===== config.mk =====
export PLATFORM = sky130hd
export DESIGN_NAME = result_unloader_flat
export DESIGN_NICKNAME = d
export VERILOG_FILES = /design/src/rtl/result_unloader_pkg.sv /design/src/rtl/result_unloader_if.sv /design/src/rtl/result_shadow_mux.sv /design/src/rtl/result_unloader.sv /design/src/flat_wrapper.sv
export SDC_FILE = /design/constraint.sdc
export NUM_CORES = 2
export LEC_CHECK = 0
export ABC_AREA = 0
export BUFFER_PORTS_ARGS = -buffer_cell sky130_fd_sc_hd__clkbuf_2
export CORE_AREA = 2 2 645 647
export CTS_CLUSTER_DIAMETER = 120
export DETAILED_ROUTE_END_ITERATION = 10
export DIE_AREA = 0 0 647 649
export HOLD_SLACK_MARGIN = 0.08
export PLACE_DENSITY_LB_ADDON = 0.25
export REMOVE_ABC_BUFFERS = 1
export SLEW_MARGIN = 20
export SYNTH_ARGS = -nofsm -noshare
export SYNTH_HDL_FRONTEND = slang
export SYNTH_HIERARCHICAL = 1
export SYNTH_SLANG_ARGS = --single-unit

===== constraint.sdc =====
create_clock -name clk -period 165.1 [get_ports clk]
set_input_delay 33.02 -clock clk [delete_from_list [all_inputs] [get_ports clk]]
set_output_delay 33.02 -clock clk [all_outputs]
set_load 0.01 [all_outputs]

===== src/rtl/result_unloader_pkg.sv =====
// Shared widths, core mode encodings and FSM states for the result unloader.
// RESULT_CHECKSUM_EN adds a 25th XOR beat to every element.
package result_unloader_pkg;
    localparam int WORD_SIZE        = 64;
    localparam int RAM_ADDR_SIZE    = 8;
    localparam int RD_LAT           = 3;
    localparam int CNT_SIZE         = 8;
    localparam int I_INPUTMODE_SIZE = 3;
    localparam int NUM_WORDS        = 24;
    localparam int IDX_SIZE         = 5;
    localparam int LAT_SIZE         = $clog2(RD_LAT + 1);
`ifdef RESULT_CHECKSUM_EN
    localparam int NUM_BEATS        = NUM_WORDS + 1;
`else
    localparam int NUM_BEATS        = NUM_WORDS;
`endif
    localparam logic [IDX_SIZE-1:0] LAST_IDX = IDX_SIZE'(NUM_BEATS - 1);

    localparam logic [I_INPUTMODE_SIZE-1:0] INPUT_COORD_CORE = 3'd0;
    localparam logic [I_INPUTMODE_SIZE-1:0] REF_RESULT       = 3'd4;
    localparam logic [RAM_ADDR_SIZE-1:0]    RAM_P_BT_0       = 8'h10;

    typedef enum logic [2:0] {
        ST_IDLE, ST_WAITCORE, ST_READ, ST_SEND, ST_DONE
    } state_t;
endpackage


===== src/rtl/result_unloader_if.sv =====
// Control, core-side and stream signals of the result unloader.
interface result_unloader_if;
    import result_unloader_pkg::*;
    logic                            i_start;
    logic [RAM_ADDR_SIZE-1:0]        i_base_addr;
    logic [CNT_SIZE-1:0]             i_num;
    logic                            i_core_busy;
    logic [NUM_WORDS*WORD_SIZE-1:0]  i_result;
    logic [I_INPUTMODE_SIZE-1:0]     o_inputmode;
    logic [RAM_ADDR_SIZE-1:0]        o_raddr;
    logic [WORD_SIZE-1:0]            o_data;
    logic                            o_valid;
    logic                            i_ready;
    logic                            o_last;
    logic                            o_busy;
    logic                            o_done;

    modport slave (
        input  i_start, i_base_addr, i_num, i_core_busy, i_result, i_ready,
        output o_inputmode, o_raddr, o_data, o_valid, o_last, o_busy, o_done
    );
    modport master (
        output i_start, i_base_addr, i_num, i_core_busy, i_result, i_ready,
        input  o_inputmode, o_raddr, o_data, o_valid, o_last, o_busy, o_done
    );
endinterface


===== src/rtl/result_shadow_mux.sv =====
// 24-word capture register with beat-index read mux; RESULT_CHECKSUM_EN adds
// an XOR of the captured words served at the beat after the last word.
module result_shadow_mux
    import result_unloader_pkg::*;
(
    input  logic                           clk,
    input  logic                           rst,
    input  logic                           load,
    input  logic [NUM_WORDS*WORD_SIZE-1:0] result,
    input  logic [IDX_SIZE-1:0]            idx,
    output logic [WORD_SIZE-1:0]           data
);
    logic [NUM_WORDS-1:0][WORD_SIZE-1:0] shadow;

    always_ff @(posedge clk or posedge rst) begin
        if (rst)       shadow <= '0;
        else if (load) shadow <= result;
    end

`ifdef RESULT_CHECKSUM_EN
    logic [WORD_SIZE-1:0] csum, csum_d;

    always_comb begin
        csum_d = '0;
        for (int k = 0; k < NUM_WORDS; k++)
            csum_d = csum_d ^ result[k*WORD_SIZE +: WORD_SIZE];
    end

    always_ff @(posedge clk or posedge rst) begin
        if (rst)       csum <= '0;
        else if (load) csum <= csum_d;
    end

    assign data = (idx < IDX_SIZE'(NUM_WORDS)) ? shadow[idx] : csum;
`else
    assign data = shadow[idx];
`endif
endmodule


===== src/rtl/result_unloader.sv =====
// Reads NUM core RAM elements once the core is idle and streams each element's
// 24 result words over valid/ready. RESULT_CHECKSUM_EN appends an XOR beat.
module result_unloader
    import result_unloader_pkg::*;
(
    input  logic              clk,
    input  logic              rst,
    result_unloader_if.slave  bus
);
    state_t                   state, state_d;
    logic [RAM_ADDR_SIZE-1:0] addr, raddr;
    logic [CNT_SIZE-1:0]      rem;
    logic [LAT_SIZE-1:0]      lat;
    logic [IDX_SIZE-1:0]      idx;
    logic                     zero_done;
    logic [WORD_SIZE-1:0]     shadow_data;
    logic                     hs, last_beat, cap;

    assign hs        = (state == ST_SEND) && bus.i_ready;
    assign last_beat = (idx == LAST_IDX);
    assign cap       = (state == ST_READ) && (lat == '0);

    result_shadow_mux u_shadow (
        .clk    (clk),
        .rst    (rst),
        .load   (cap),
        .result (bus.i_result),
        .idx    (idx),
        .data   (shadow_data)
    );

    always_ff @(posedge clk or posedge rst) begin
        if (rst) state <= ST_IDLE;
        else     state <= state_d;
    end

    always_comb begin
        state_d = state;
        case (state)
            ST_IDLE:     if (bus.i_start && bus.i_num != '0) state_d = ST_WAITCORE;
            ST_WAITCORE: if (!bus.i_core_busy) state_d = ST_READ;
            ST_READ:     if (lat == '0) state_d = ST_SEND;
            ST_SEND:     if (hs && last_beat)
                             state_d = (rem == CNT_SIZE'(1)) ? ST_DONE : ST_WAITCORE;
            ST_DONE:     state_d = ST_IDLE;
            default:     state_d = ST_IDLE;
        endcase
    end

    // Counters and latched address; the zero-count done pulse bypasses the FSM.
    always_ff @(posedge clk or posedge rst) begin
        if (rst) begin
            addr      <= '0;
            raddr     <= '0;
            rem       <= '0;
            lat       <= '0;
            idx       <= '0;
            zero_done <= 1'b0;
        end else begin
            zero_done <= (state == ST_IDLE) && bus.i_start && (bus.i_num == '0);
            case (state)
                ST_IDLE: if (bus.i_start) begin
                    addr <= bus.i_base_addr;
                    rem  <= bus.i_num;
                end
                ST_WAITCORE: if (!bus.i_core_busy) begin
                    raddr <= addr;
                    lat   <= LAT_SIZE'(RD_LAT - 1);
                end
                ST_READ: begin
                    if (lat != '0) lat <= lat - 1'b1;
                    else           idx <= '0;
                end
                ST_SEND: if (hs) begin
                    if (last_beat) begin
                        idx  <= '0;
                        rem  <= rem - 1'b1;
                        addr <= addr + 1'b1;
                    end else begin
                        idx  <= idx + 1'b1;
                    end
                end
                default: ;
            endcase
        end
    end

    always_comb begin
        bus.o_valid     = (state == ST_SEND);
        bus.o_last      = (state == ST_SEND) && last_beat;
        bus.o_data      = (state == ST_SEND) ? shadow_data : '0;
        bus.o_busy      = (state != ST_IDLE);
        bus.o_done      = (state == ST_DONE) || zero_done;
        bus.o_inputmode = (state == ST_READ || state == ST_SEND) ? REF_RESULT : INPUT_COORD_CORE;
    end

    assign bus.o_raddr = raddr;
endmodule


===== src/flat_wrapper.sv =====
// flat-port wrapper written by rule: the top's interface ports become plain ports
module result_unloader_flat import result_unloader_pkg::*;
  (clk, rst, bus_i_start, bus_i_base_addr, bus_i_num, bus_i_core_busy, bus_i_result, bus_i_ready, bus_o_inputmode, bus_o_raddr, bus_o_data, bus_o_valid, bus_o_last, bus_o_busy, bus_o_done);
  result_unloader_if bus_i ();
  input  logic clk;
  input  logic rst;
  input wire logic [$bits(bus_i.i_start)-1:0] bus_i_start;
  input wire logic [$bits(bus_i.i_base_addr)-1:0] bus_i_base_addr;
  input wire logic [$bits(bus_i.i_num)-1:0] bus_i_num;
  input wire logic [$bits(bus_i.i_core_busy)-1:0] bus_i_core_busy;
  input wire logic [$bits(bus_i.i_result)-1:0] bus_i_result;
  input wire logic [$bits(bus_i.i_ready)-1:0] bus_i_ready;
  output wire logic [$bits(bus_i.o_inputmode)-1:0] bus_o_inputmode;
  output wire logic [$bits(bus_i.o_raddr)-1:0] bus_o_raddr;
  output wire logic [$bits(bus_i.o_data)-1:0] bus_o_data;
  output wire logic [$bits(bus_i.o_valid)-1:0] bus_o_valid;
  output wire logic [$bits(bus_i.o_last)-1:0] bus_o_last;
  output wire logic [$bits(bus_i.o_busy)-1:0] bus_o_busy;
  output wire logic [$bits(bus_i.o_done)-1:0] bus_o_done;
  assign bus_i.i_start = bus_i_start;
  assign bus_i.i_base_addr = bus_i_base_addr;
  assign bus_i.i_num = bus_i_num;
  assign bus_i.i_core_busy = bus_i_core_busy;
  assign bus_i.i_result = bus_i_result;
  assign bus_i.i_ready = bus_i_ready;
  assign bus_o_inputmode = bus_i.o_inputmode;
  assign bus_o_raddr = bus_i.o_raddr;
  assign bus_o_data = bus_i.o_data;
  assign bus_o_valid = bus_i.o_valid;
  assign bus_o_last = bus_i.o_last;
  assign bus_o_busy = bus_i.o_busy;
  assign bus_o_done = bus_i.o_done;
  result_unloader u_core (.clk(clk), .rst(rst), .bus(bus_i));
endmodule

Word-level counts from Yosys, hierarchy flattened
Index checks and enable logic that the tools add are counted.
{ "op_classes": {"add_sub_neg": 4, "n_lt_le_gt_ge": 1, "eq_ne": 15, "n_mux": 25, "n_bitwise": 1, "reduce_logical": 23} }
{ "ops": {"columns": ["operator", "count"], "rows": [
  ["binary-select mux 64 bit (select 5 bit)", 1],
  ["two-way mux 64 bit", 2],
  ["two-way mux 8 bit", 6],
  ["case mux 8 bit (2 select lines)", 2],
  ["two-way mux 3 bit", 6],
  ["two-way mux 5 bit", 3],
  ["case mux 3 bit (4 select lines)", 1],
  ["inequality test 2 bit (second input constant)", 5],
  ["case mux 5 bit (2 select lines)", 1],
  ["adder 8 x 1 -> 8 bit (second input constant)", 1],
  ["equality test 8 x 1 -> 1 bit (second input constant)", 1],
  ["logical NOT 8 bit", 1],
  ["inequality test 2 x 1 -> 1 bit (second input constant)", 4],
  ["AND reduction 4 bit", 2],
  ["nonzero test 2 bit", 4],
  ["nonzero test 8 bit", 1],
  ["subtractor 8 x 1 -> 8 bit (second input constant)", 1],
  ["logical AND 1 bit", 7],
  ["equality test 3 x 2 -> 1 bit (second input constant)", 2],
  ["< comparator 5 x 6 -> 1 bit (second input constant)", 1],
  ["AND reduction 3 bit", 2],
  ["adder 5 x 1 -> 5 bit (second input constant)", 1],
  ["equality test 5 bit (second input constant)", 1],
  ["two-way mux 2 bit", 2],
  ["other kinds (10)", 11]
]} }
{ "word_totals": {"ff_bits": 1571, "inputBits": 1557, "output_inout_bits": 79, "word_cells": 100} }

Longest topological paths before layout
{ "logic_depth": {"depth_word": 5, "ltp_mapped": 10, "depth_no_buf": 6} }

Cells and area by module
The synthesis kept the hierarchy.
{ "by_module_without_submodules": {"columns": ["module", "instances", "cells_per_inst", "area_each_um2", "seq_area_each_um2"], "rows": [
  ["result_shadow_mux", 1, 4684, 69469.1, 38436.9],
  ["result_unloader", 1, 284, 2429.8, 875.8]
]} }

Worst setup path before layout
OpenSTA, ideal clock, no wires.
{ "synth_path": {"path_kind": "reg2out", "start": "register u_core.idx[0]", "end": "output bus_o_data[11]", "arrival_time_ns": 1.807, "required_time_ns": 132.080, "path_slack_ns": 130.273, "stages_incl_launch_ff": 8, "path_buffers": 2, "cell_sequence": "dfrtp_1 buf_4 buf_2 mux4_2 nand2b_1 nand3_1 nand3_1 and2_1"} }
{ "synth_via": {"elab_chain_cells": 3} }
{ "synth_rtl": {"columns": ["item", "line_no", "source"], "rows": [
  ["start: declaration", "result_unloader.sv:14", "logic [IDX_SIZE-1:0] idx;"],
  ["start signal: assignment", "result_unloader.sv:80", "idx <= idx + 1'b1;"],
  ["binary-select mux 64 bit (select 5 bit)", "result_shadow_mux.sv:36", "assign data = shadow[idx];"],
  ["two-way mux 64 bit (not written as such)", "result_shadow_mux.sv:36", null],
  ["named net u_core.shadow_data[11]", "result_unloader.sv:16", "logic [WORD_SIZE-1:0] shadow_data;"],
  ["two-way mux 64 bit", "result_unloader.sv:91", "bus.o_data = (state == ST_SEND) ? shadow_data : '0;"],
  ["end: declaration", "flat_wrapper.sv:15", "output wire logic [$bits(bus_i.o_data)-1:0] bus_o_data;"]
]} }
The timed path passes the listed nets, and every way through them passes these cells. The select of a mux whose other input is x is not followed.

Worst setup path after layout
Same ends and word-level chain as after synthesis.

==> results.toml <==
[sta]
drv_slew = 0
finClkSkew_ns = 0.0701
finalSetupViolCount = 0
relSlewSlack = 0.264
period_minus_slack_ns = 39.31
tns_ns = 0
fin_ws_ns = 125.79
holdWs_ns = 0.498
fmax_mhz = 25.4
post-route-period-util = 0.238
timing_hold_violations_final = 0
tightest_slew_ns = 1.10
rsz0062_at_grt = "no"

[setup_path]
crit_path_start = "u_core/idx[0]"
rr_worst_depth = 11
critPathKind = "reg -> out"
worstPathRequired_ns = 132.08
slowest_stage = "dfrtp_4"
slowest_delay_ns = 0.89
crit_path_start_kind = "register"
cp-end-kind = "output port"
worst-path-buf-inv = 5
timing.rr.end = "u_core/u_shadow/shadow[757]"
cp.arrival_ns = 6.29
cp.depth = 10
cp_cell_sequence = "buf_4 > buf_12 > buf_4 > buf_4 > mux4_2 > nand2b_1 > nand3_1 > nand3_1 > and2_1 > clkbuf_2"
crit_top_cell = "buf_4"
rr_startpoint = "u_core/state[1]"
crit_end = "bus_o_data[11]"
r2r_slack_ns = 157.05
path_max_fanout = 58
cp_top_family = "buffers and inverters"

[yosys]
synth_top_flop_cell = "dfrtp_1"
synth_edf_count = 0
netlist_area_mm2 = 0.0719
synth-simple-area-share = 0.0319
synth_adder_area_share = 0.000870
async_flop_share = 1.00
synth_xor_area_frac = 0
synth-seq-cells = 1571
avgSynthCellArea_um2 = 14.5
yosys_warnings = 6
synth-compound-area-share = 0.0395
ys_types = 52
synth_top_family_by_area = "multiplexers"
synth_cells = 4968
synthMuxAreaShare = 0.353
yosysSeqAreaShare = 0.547

[routing]
drt_wl_total_um = 330000
vias = 50087
wl_per_cell_um = 27.0
vias_per_cell = 4.09
dr.pass1.iters = 5
drc = 0
dr.first_iter.drc_count = 2927
antenna_left = 0

[grt]
grt_pass1_vias = 54000
grt_use_total = 0.152
grt_pass1_wl_um = 450000
grt_antenna_before_repair = 205
grt-ovfl-total = 0
grt_max_degree = 173

[clocking]
cts_buffer_depth = 4
cts_resized = 0
cts_setup_buffers = 0
clk_pin_slew_ns = 0.06
cts_buffers = 201
clock-sinks = 1571
insertion_delay_ns = 0.90
htree_num_levels = 4
clockRootBuffer = "clkbuf_16"
holdBufCountCts = 0
cts_tree = "done"

[cells_and_area]
layout-drive-gt1-share = 0.560
layout_common_cells = "clkbuf_2, dfrtp_1, mux2_2"
fin_nets = 8099
fillers = 43920
area_delta_synth_final_pct = 29.4
layout_commonest_cell = "clkbuf_2"

[power_and_ir_drop]
ir_worst_vdd_mv = 0.0100
swShare = 0.362
p_seq_frac = 0.373
power_density_mw_per_mm2 = 19.9
power.leakage_nw = 41.2
p_switching_mw = 0.668
clockPowerShare = 0.250
internal-power_mw = 1.18
comb_power_share = 0.377

[die]
placementRows = 236
die_y_um = 649
core_mm2 = 0.413
start_util = 0.174
io_pins = 1636
dieWidth_um = 647
die_area_mm2 = 0.420

[place]
port_buffers = 1633
hpwl_um = 253000
gp_congestion = 0.843
pre_cts_ws_ns = 126.63

[status]
outcome = "finished, final reports clean"

[min_path]
hold_class = "reg -> reg"

[job]
drv_cap = 0
stage by stage:
stage               instances  total power [mW]   util  instance area (µm²)
global placement        11806              1.40  0.208                85900
floorplan                4605              1.40      -                70000
CTS                     12173              1.89  0.225                92900
finish                  12241              1.85  0.226                93100
detailed placement      11807              1.41  0.208                86000
global route            12228              1.96  0.225                93000
cell type report:
class | count | area (µm²) | share of cell area
flip-flops and latches | 1571 | 39300 | 0.423
diodes | 67 | 168 | 0.00180
repair buffers | 1729 | 9100 | 0.0978
clock inverters | 69 | 990 | 0.0106
well taps | 5474 | 6850 | 0.0736
multi-input cells | 3023 | 30700 | 0.330
inverters | 11 | 53.8 | 0.000578
clock buffers | 297 | 5880 | 0.0632
worst min path at each step:
stage                              from             to  cells past startpoint
after floorplan           u_core/rem[6]  u_core/rem[6]                      1
after global placement    u_core/rem[6]  u_core/rem[6]                      1
after detailed placement  u_core/rem[6]  u_core/rem[6]                      1
after CTS                 u_core/rem[6]  u_core/rem[6]                      1
after global routing      u_core/rem[6]  u_core/rem[6]                      1
final                     u_core/rem[6]  u_core/rem[6]                      1
flip-flops by register name (all words and copies together), names as in the netlist:
| register | count |
|---|---|
| u_core/u_shadow/shadow | 1536 |
| u_core/addr | 8 |
| u_core/bus.o_raddr | 8 |
| u_core/rem | 8 |
| u_core/idx | 5 |
| u_core/state | 3 |
| u_core/lat | 2 |
| u_core/zero_done | 1 |
Yosys cell counts, drive strengths merged, types with 2 or more instances:
cell type | number | share of area
nor3b | 3 | 0.00031
buf | 275 | 0.022
o22ai | 2 | 0.00017
a221oi | 23 | 0.0035
a21o | 2 | 0.00021
mux2 | 1544 | 0.24
mux4 | 128 | 0.040
ha | 5 | 0.00087
nor2 | 31 | 0.0018
or3b | 2 | 0.00024
nand4 | 2 | 0.00017
nand2 | 70 | 0.0037
and2 | 67 | 0.0058
o211ai | 65 | 0.0068
nor3 | 7 | 0.00049
nor2b | 4 | 0.00035
nand4bb | 2 | 0.00031
inv | 11 | 0.00057
a22oi | 196 | 0.020
a21oi | 68 | 0.0047
nand2b | 57 | 0.0050
nand4b | 2 | 0.00024
o2bb2ai | 5 | 0.00061
o21ai | 24 | 0.0018
nor4 | 5 | 0.00044
clkbuf | 89 | 0.0046
dfrtp | 1571 | 0.55
mux2i | 514 | 0.072
nand3 | 178 | 0.012
power by group through the flow:
stage | logic, mW | clock network, mW | registers, mW
after floorplan | 0.717 | 0 | 0.684
after global placement | 0.709 | 0 | 0.691
after detailed placement | 0.718 | 0 | 0.697
after CTS | 0.721 | 0.478 | 0.691
after global routing | 0.754 | 0.493 | 0.711
final | 0.697 | 0.461 | 0.689
layer usage:
layer	wire length, µm	track usage	part of all wire
met1	129000	0.175	0.39
met2	170000	0.273	0.52
met3	21900	0.0422	0.066
met4	8740	0.0433	0.026
met5	766	0	0.0023
cell families (layout without fill, tap and decap cells):
family | count (synthesis) | after routing
AOI/OAI and AO/OA | 394 | 394
adders and majority gates | 5 | 5
buffers and inverters | 375 | 2106
DFF | 1571 | 1571
muxes | 2186 | 2186
other | 1 | 69
and+or+nand+nor | 436 | 436
No activity file was read; power rests on OpenSTA's default activity.
